==> config.mk <==
export PLATFORM = sky130hd
export DESIGN_NAME = descrambler_block_lock
export DESIGN_NICKNAME = d
export VERILOG_FILES = /design/src/rtl/descrambler_block_lock.sv
export SDC_FILE = /design/constraint.sdc
export NUM_CORES = 1
export LEC_CHECK = 0
export CORE_MARGIN = 2
export CORE_UTILIZATION = 48
export CTS_CLUSTER_DIAMETER = 80
export CTS_CLUSTER_SIZE = 14
export DETAILED_ROUTE_END_ITERATION = 8
export PLACE_DENSITY_LB_ADDON = 0.05
export SETUP_SLACK_MARGIN = 0.15
export SLEW_MARGIN = 20
export SYNTH_ARGS = -nofsm -noshare
export SYNTH_HDL_FRONTEND = slang
export SYNTH_SLANG_ARGS = --single-unit
==> constraint.sdc <==
create_clock -name clk -period 3.1 [get_ports clk]
set_input_delay 0.62 -clock clk [delete_from_list [all_inputs] [get_ports clk]]
set_output_delay 0.62 -clock clk [all_outputs]
set_load 0.05 [all_outputs]
==> src/rtl/descrambler_block_lock.sv <==
// 64b/66b-style receive block: x^58+x^39+1 self-synchronous descrambler plus
// sync-header block-lock FSM with bitslip request and header error accounting.
module descrambler_block_lock #(
  parameter int DATA_WIDTH = 64,
  parameter int LOCK_CNT   = 64,
  parameter int ERR_MAX    = 16,
  parameter int SLIP_WAIT  = 32
) (
  input  logic                  clk,
  input  logic                  rst_n,
  input  logic [DATA_WIDTH+1:0] data_in,
  input  logic                  in_valid,
  output logic [DATA_WIDTH-1:0] data_out,
  output logic [1:0]            sync_out,
  output logic                  out_valid,
  output logic                  hdr_err,
  output logic                  block_lock,
  output logic                  slip,
  output logic [7:0]            err_cnt
);

  typedef enum logic [1:0] {RESET_ST, SLIP_ST, LOCKED} lock_state_e;

  localparam logic [7:0] LOCK_TGT = 8'(LOCK_CNT);
  localparam logic [7:0] ERR_TGT  = 8'(ERR_MAX);
  localparam logic [7:0] WAIT_TGT = 8'(SLIP_WAIT);

  lock_state_e           state_q, state_d;
  logic [7:0]            good_q, good_d;
  logic [7:0]            win_q, win_d;
  logic [7:0]            werr_q, werr_d;
  logic [7:0]            wait_q, wait_d;
  logic                  slip_d;
  logic [57:0]           scr_q, scr_d;
  logic [DATA_WIDTH-1:0] dscr;
  logic                  hdr_bad;

  // A header is legal only when its two bits differ (01 or 10).
  assign hdr_bad = (data_in[0] == data_in[1]);

  // Bit-serial descrambler unrolled across the block; payload bit i is data_in[i+2].
  always_comb begin
    scr_d = scr_q;
    dscr  = '0;
    for (int i = 0; i < DATA_WIDTH; i++) begin
      dscr[DATA_WIDTH-1-i] = data_in[i+2] ^ scr_d[38] ^ scr_d[57];
      scr_d                = {scr_d[56:0], data_in[i+2]};
    end
  end

  // NOTE: every signal gets its hold value before the case, so no path leaves one unassigned and no latch is inferred.
  always_comb begin
    state_d = state_q;
    good_d  = good_q;
    win_d   = win_q;
    werr_d  = werr_q;
    wait_d  = wait_q;
    slip_d  = 1'b0;
    if (in_valid) begin
      unique case (state_q)
        RESET_ST: begin
          if (hdr_bad) begin
            good_d  = '0;
            wait_d  = '0;
            slip_d  = 1'b1;
            state_d = SLIP_ST;
          end else if (good_q + 8'd1 == LOCK_TGT) begin
            good_d  = '0;
            win_d   = '0;
            werr_d  = '0;
            state_d = LOCKED;
          end else begin
            good_d = good_q + 8'd1;
          end
        end
        SLIP_ST: begin
          if (wait_q + 8'd1 == WAIT_TGT) begin
            wait_d  = '0;
            good_d  = '0;
            state_d = RESET_ST;
          end else begin
            wait_d = wait_q + 8'd1;
          end
        end
        LOCKED: begin
          // Loss of lock is tested first so it wins on the last block of a window.
          if (werr_q + {7'd0, hdr_bad} == ERR_TGT) begin
            win_d   = '0;
            werr_d  = '0;
            good_d  = '0;
            state_d = RESET_ST;
          end else if (win_q + 8'd1 == LOCK_TGT) begin
            win_d  = '0;
            werr_d = '0;
          end else begin
            win_d  = win_q + 8'd1;
            werr_d = werr_q + {7'd0, hdr_bad};
          end
        end
        default: state_d = RESET_ST;
      endcase
    end
  end

  // NOTE: sequential state uses non-blocking assignments so every register samples pre-edge values.
  always_ff @(posedge clk) begin
    if (!rst_n) begin
      state_q    <= RESET_ST;
      good_q     <= '0;
      win_q      <= '0;
      werr_q     <= '0;
      wait_q     <= '0;
      scr_q      <= '1;
      data_out   <= '0;
      sync_out   <= 2'b00;
      out_valid  <= 1'b0;
      hdr_err    <= 1'b0;
      block_lock <= 1'b0;
      slip       <= 1'b0;
      err_cnt    <= '0;
    end else begin
      state_q    <= state_d;
      good_q     <= good_d;
      win_q      <= win_d;
      werr_q     <= werr_d;
      wait_q     <= wait_d;
      slip       <= slip_d;
      block_lock <= (state_d == LOCKED);
      out_valid  <= in_valid;
      if (in_valid) begin
        scr_q    <= scr_d;
        data_out <= dscr;
        sync_out <= data_in[1:0];
        hdr_err  <= hdr_bad;
        if (hdr_bad && err_cnt != 8'hFF) err_cnt <= err_cnt + 8'd1;
      end
    end
  end

endmodule

==> results.txt <==
- For this run the aggregate overflow at the end of global routing stands at 0.
- The largest single stage delay on the critical path is 0.34 ns.
- Cell Area, Synth: 8110 um^2
* Layout cell share with drive strength beyond 1: 7.31%
- Worst clock skew: 0.00890 ns
- Seq cells post-synth: 170
- Slowest cell on the critical path: sky130_fd_sc_hd__o311a_2
* Crit path buffers/inverters: 3
- Reported max-cap violation count: 0
* Number of vias per cell: 5.13
* Worst IR Drop VDD: 0.000376 V
- CTS root buf: sky130_fd_sc_hd__clkbuf_16
- The clock passes through at most 2 buffers.
* Number of DRC markers in iteration 0: 257
- Most frequent standard cell in the layout excluding fill and tap cells: sky130_fd_sc_hd__dfxtp_1
* Number of standard-cell rows in the floorplan: 47
* Number of enable flip-flop cells after synthesis: 0
- Remaining design rule violation count: 0
- The core region is 16500 um^2.
- The run finished with clean final reports.
- The worst setup path is launched from a primary input.
- Total count of hold-check failures in the final report: 0
- Inserted Diodes: 0
- Global-route wire length before repair: 31600 um
- Transition time at the pin with the least slew margin: 0.930 ns
- Max-slew violation count: 0
- Worst hold slack after final layout: 0.475 ns
- Yosys mapped the design onto 60 distinct sky130hd cell types.
* Static Leak: 4.14 nW
* Final TNS setup: 0 ns
- Summed over all layers, the routed wires come to 19500 um.
- Share of synthesized area occupied by flip-flops and latches: 42.0%
- The setup path with the least slack is of type primary input to register.
- Number of vias in the routed layout: 6315
- Once placement completed, the tool counted placed cells totaling 1200.
- Final cell count without fillers: 1232
- In this run the remaining antenna-violating nets after routing total 0.
- Once the floorplan was initialized, standard cells occupied 49.1% of the core.
- Gp weighted congestion: 0.853
- Clock-pin slew was measured on the worst setup and hold paths at 0.07 ns.
* Clock latency on the worst-skew pair: 0.43 ns
- Maximum fanout encountered on the critical timing path: 9
- Global routing used 22.2% of the available tracks.
- CP delay by family, top: compound AO/OA/AOI/OAI gates
* Number of hold-repair buffers added at the cts stage: 0
* Worst EP arrival: 3.08 ns
- Relative slew slack: 38.0%
- Relative area change from synthesis to final layout: 29.2%
- Final-report setup violation count: 0
* Critical path required time: 3.44 ns
- In the synthesized netlist the async set-or-reset flop fraction comes to 0%.
* Number of nets in the synthesized netlist: 937
- Once detailed placement completed, the half-perimeter wirelength came to 13800 um.
- Walking the worst path, the cells encountered are clkdlybuf4s15_1 -> xor2_4 -> inv_1 -> ha_1 -> ha_2 -> nor2_1 -> nor4b_2 -> a41oi_1 -> o21a_1 -> buf_4 -> o311a_2 -> a211oi_1.
- Clock tree synthesis inserted a total of 17 buffers.
- The worst hold path begins at werr_q[0].
* IO Pins: 147
* Unrepaired setup endpoints after global routing: false
* Power Density: 556 nW/um^2
- Worst min-delay path category: register to register
* Clock tree from TritonCTS: built
* Die Span Y: 134 um
- Upper clock frequency limit: 365 MHz
* Crit. End Element: register
- After the last flow step, the layout net total stands at 1078.
- In the final routed layout, each cell accounts on average for 15.8 um.
* Mean area per synthesized cell: 9.45 um^2
- Of the available clock period, the critical path in the final layout requires 88.4%.
- Finished Cell Area: 10500 um^2
- Sink Count: 170
* Area after DPL: 9850 um^2
- Vias in the first global route: 6073
- Count of input and output buffers: 146
- Top library cells by usage in the layout, fill and taps aside: 170 x sky130_fd_sc_hd__dfxtp_1, 142 x sky130_fd_sc_hd__clkdlybuf4s50_1, 135 x sky130_fd_sc_hd__xnor2_1, 129 x sky130_fd_sc_hd__mux2i_1, 99 x sky130_fd_sc_hd__nor2_1
* Reg2reg start: werr_q[0]
- Synth Warn #: 0
- Leading register cell type out of synthesis: sky130_fd_sc_hd__dfxtp_1
- The critical path starts at data_in[0].
- Share of the core filled with cells: 63.4%
- Number of iterations in the first detailed-routing pass: 6
* H-tree Lvls: 4
* Number of antenna violations at the first check in global routing: 0
* Number of instances in the synthesized netlist: 858
- Maximum number of pins on one net before global-route repair: 124
* Horizontal die dimension: 134 um
* Die ar.: 17900 um^2
- Final critical path time including I/O delays and setup: 2.74 ns
layer usage:
metal / GRT usage, % / routed length [um] / up-vias
li1: - / - / 3250
met1: 27.7 / 8610 / 2938
met2: 38.0 / 9690 / 114
met3: 6.50 / 1070 / 13
met4: 4.55 / 118 / 0
met5: 0 / 0 / -
worst register-to-register path, cell delays in order (launching register included):
cell and delay [ns]:
sky130_fd_sc_hd__dfxtp_1 0.31, sky130_fd_sc_hd__ha_1 0.21, sky130_fd_sc_hd__ha_2 0.21, sky130_fd_sc_hd__xor2_1 0.15, sky130_fd_sc_hd__nor4_2 0.24, sky130_fd_sc_hd__o211ai_1 0.14, sky130_fd_sc_hd__o21a_1 0.24, sky130_fd_sc_hd__buf_4 0.19
sky130_fd_sc_hd__o311a_2 0.34, sky130_fd_sc_hd__a211oi_1 0.21
final cells by class:
cell class	instances	area, um^2
fill	1449	6050
multi-input combinational	633	4530
sequential	170	3400
timing repair buffer	166	1620
clock buffer	18	439
tap	220	275
clock inverter	14	169
inverter	11	41.3
sequential cells by signal (all words and copies together), names as in the netlist:
signal and flops:
werr_q 8, wait_q 8, hdr_err 1, good_q 8, err_cnt 8, slip 1
state_q 2, block_lock 1, sync_out 2, scr_q 58, win_q 8, data_out 64
out_valid 1
timing repair:
item / CTS / global route
buffers inserted: 0 / 0
setup endpoints to repair: 9 / 8
pin swaps: 0 / 1
gates cloned: 0 / 0
gates resized for setup: 3 / 4
cell families (layout without fill, tap and decap cells):
group,Yosys count,count (layout),share of synthesized area (%)
xor+xnor,140,140,15.1
fa+ha+maj,10,10,1.54
compound gates,83,83,7.52
flops,170,170,42.0
buf+inv,55,209,2.69
simple gates,270,270,15.1
mux,130,130,16.1
metrics by stage:
stage	setup WS, ns	total power (W)
finish	0.360	0.00582
global placement	-0.388	0.00369
detailed placement	-0.434	0.00369
global route	0.150	0.00607
floorplan	0.180	0.00327
CTS	0.335	0.00589
synthesized netlist by cell type (3+ instances only):
library cell	instances	area, um^2
sky130_fd_sc_hd__dfxtp_1	170	3400
sky130_fd_sc_hd__xnor2_1	135	1180
sky130_fd_sc_hd__mux2i_1	129	1290
sky130_fd_sc_hd__nor2_1	99	372
sky130_fd_sc_hd__nand2_1	89	334
sky130_fd_sc_hd__clkbuf_1	29	109
sky130_fd_sc_hd__nand3_1	20	100
sky130_fd_sc_hd__a21oi_1	15	75.1
sky130_fd_sc_hd__o21ai_0	12	60.1
sky130_fd_sc_hd__buf_1	11	41.3
sky130_fd_sc_hd__inv_1	11	41.3
sky130_fd_sc_hd__ha_1	10	125
sky130_fd_sc_hd__and3_1	9	56.3
sky130_fd_sc_hd__nor4_1	8	50.1
sky130_fd_sc_hd__a31oi_1	6	37.5
sky130_fd_sc_hd__o22ai_1	6	37.5
sky130_fd_sc_hd__o31ai_1	6	45.0
sky130_fd_sc_hd__or3_1	6	37.5
sky130_fd_sc_hd__a32o_1	5	50.1
sky130_fd_sc_hd__nand2b_1	5	31.3
sky130_fd_sc_hd__nand4_1	5	31.3
sky130_fd_sc_hd__xor2_1	5	43.8
sky130_fd_sc_hd__a311oi_1	4	35.0
sky130_fd_sc_hd__and2_1	4	25.0
sky130_fd_sc_hd__nand3b_1	4	30.0
sky130_fd_sc_hd__o211ai_1	4	30.0
sky130_fd_sc_hd__or4_1	4	30.0
sky130_fd_sc_hd__a2bb2oi_1	3	26.3
sky130_fd_sc_hd__nor3_1	3	15.0
sky130_fd_sc_hd__o32ai_1	3	26.3
worst paths after layout:
| path | to | slack [ns] | cells after the start |
|---|---|---|---|
| max | block_lock | 0.36 | 12 |
| min | werr_q[0] | 0.47 | 1 |
| max reg2reg | block_lock | 0.76 | 9 |
| min reg2reg | werr_q[0] | 0.47 | 1 |
report_power, final:
group	internal, W	leakage (nW)	total [W]	switching [W]
Combinational	0.000523	2.44	0.00121	0.000691
Sequential	0.00232	1.40	0.00242	0.000101
Clock	0.00118	0.300	0.00219	0.00101
(Power assumes the default switching activity.)
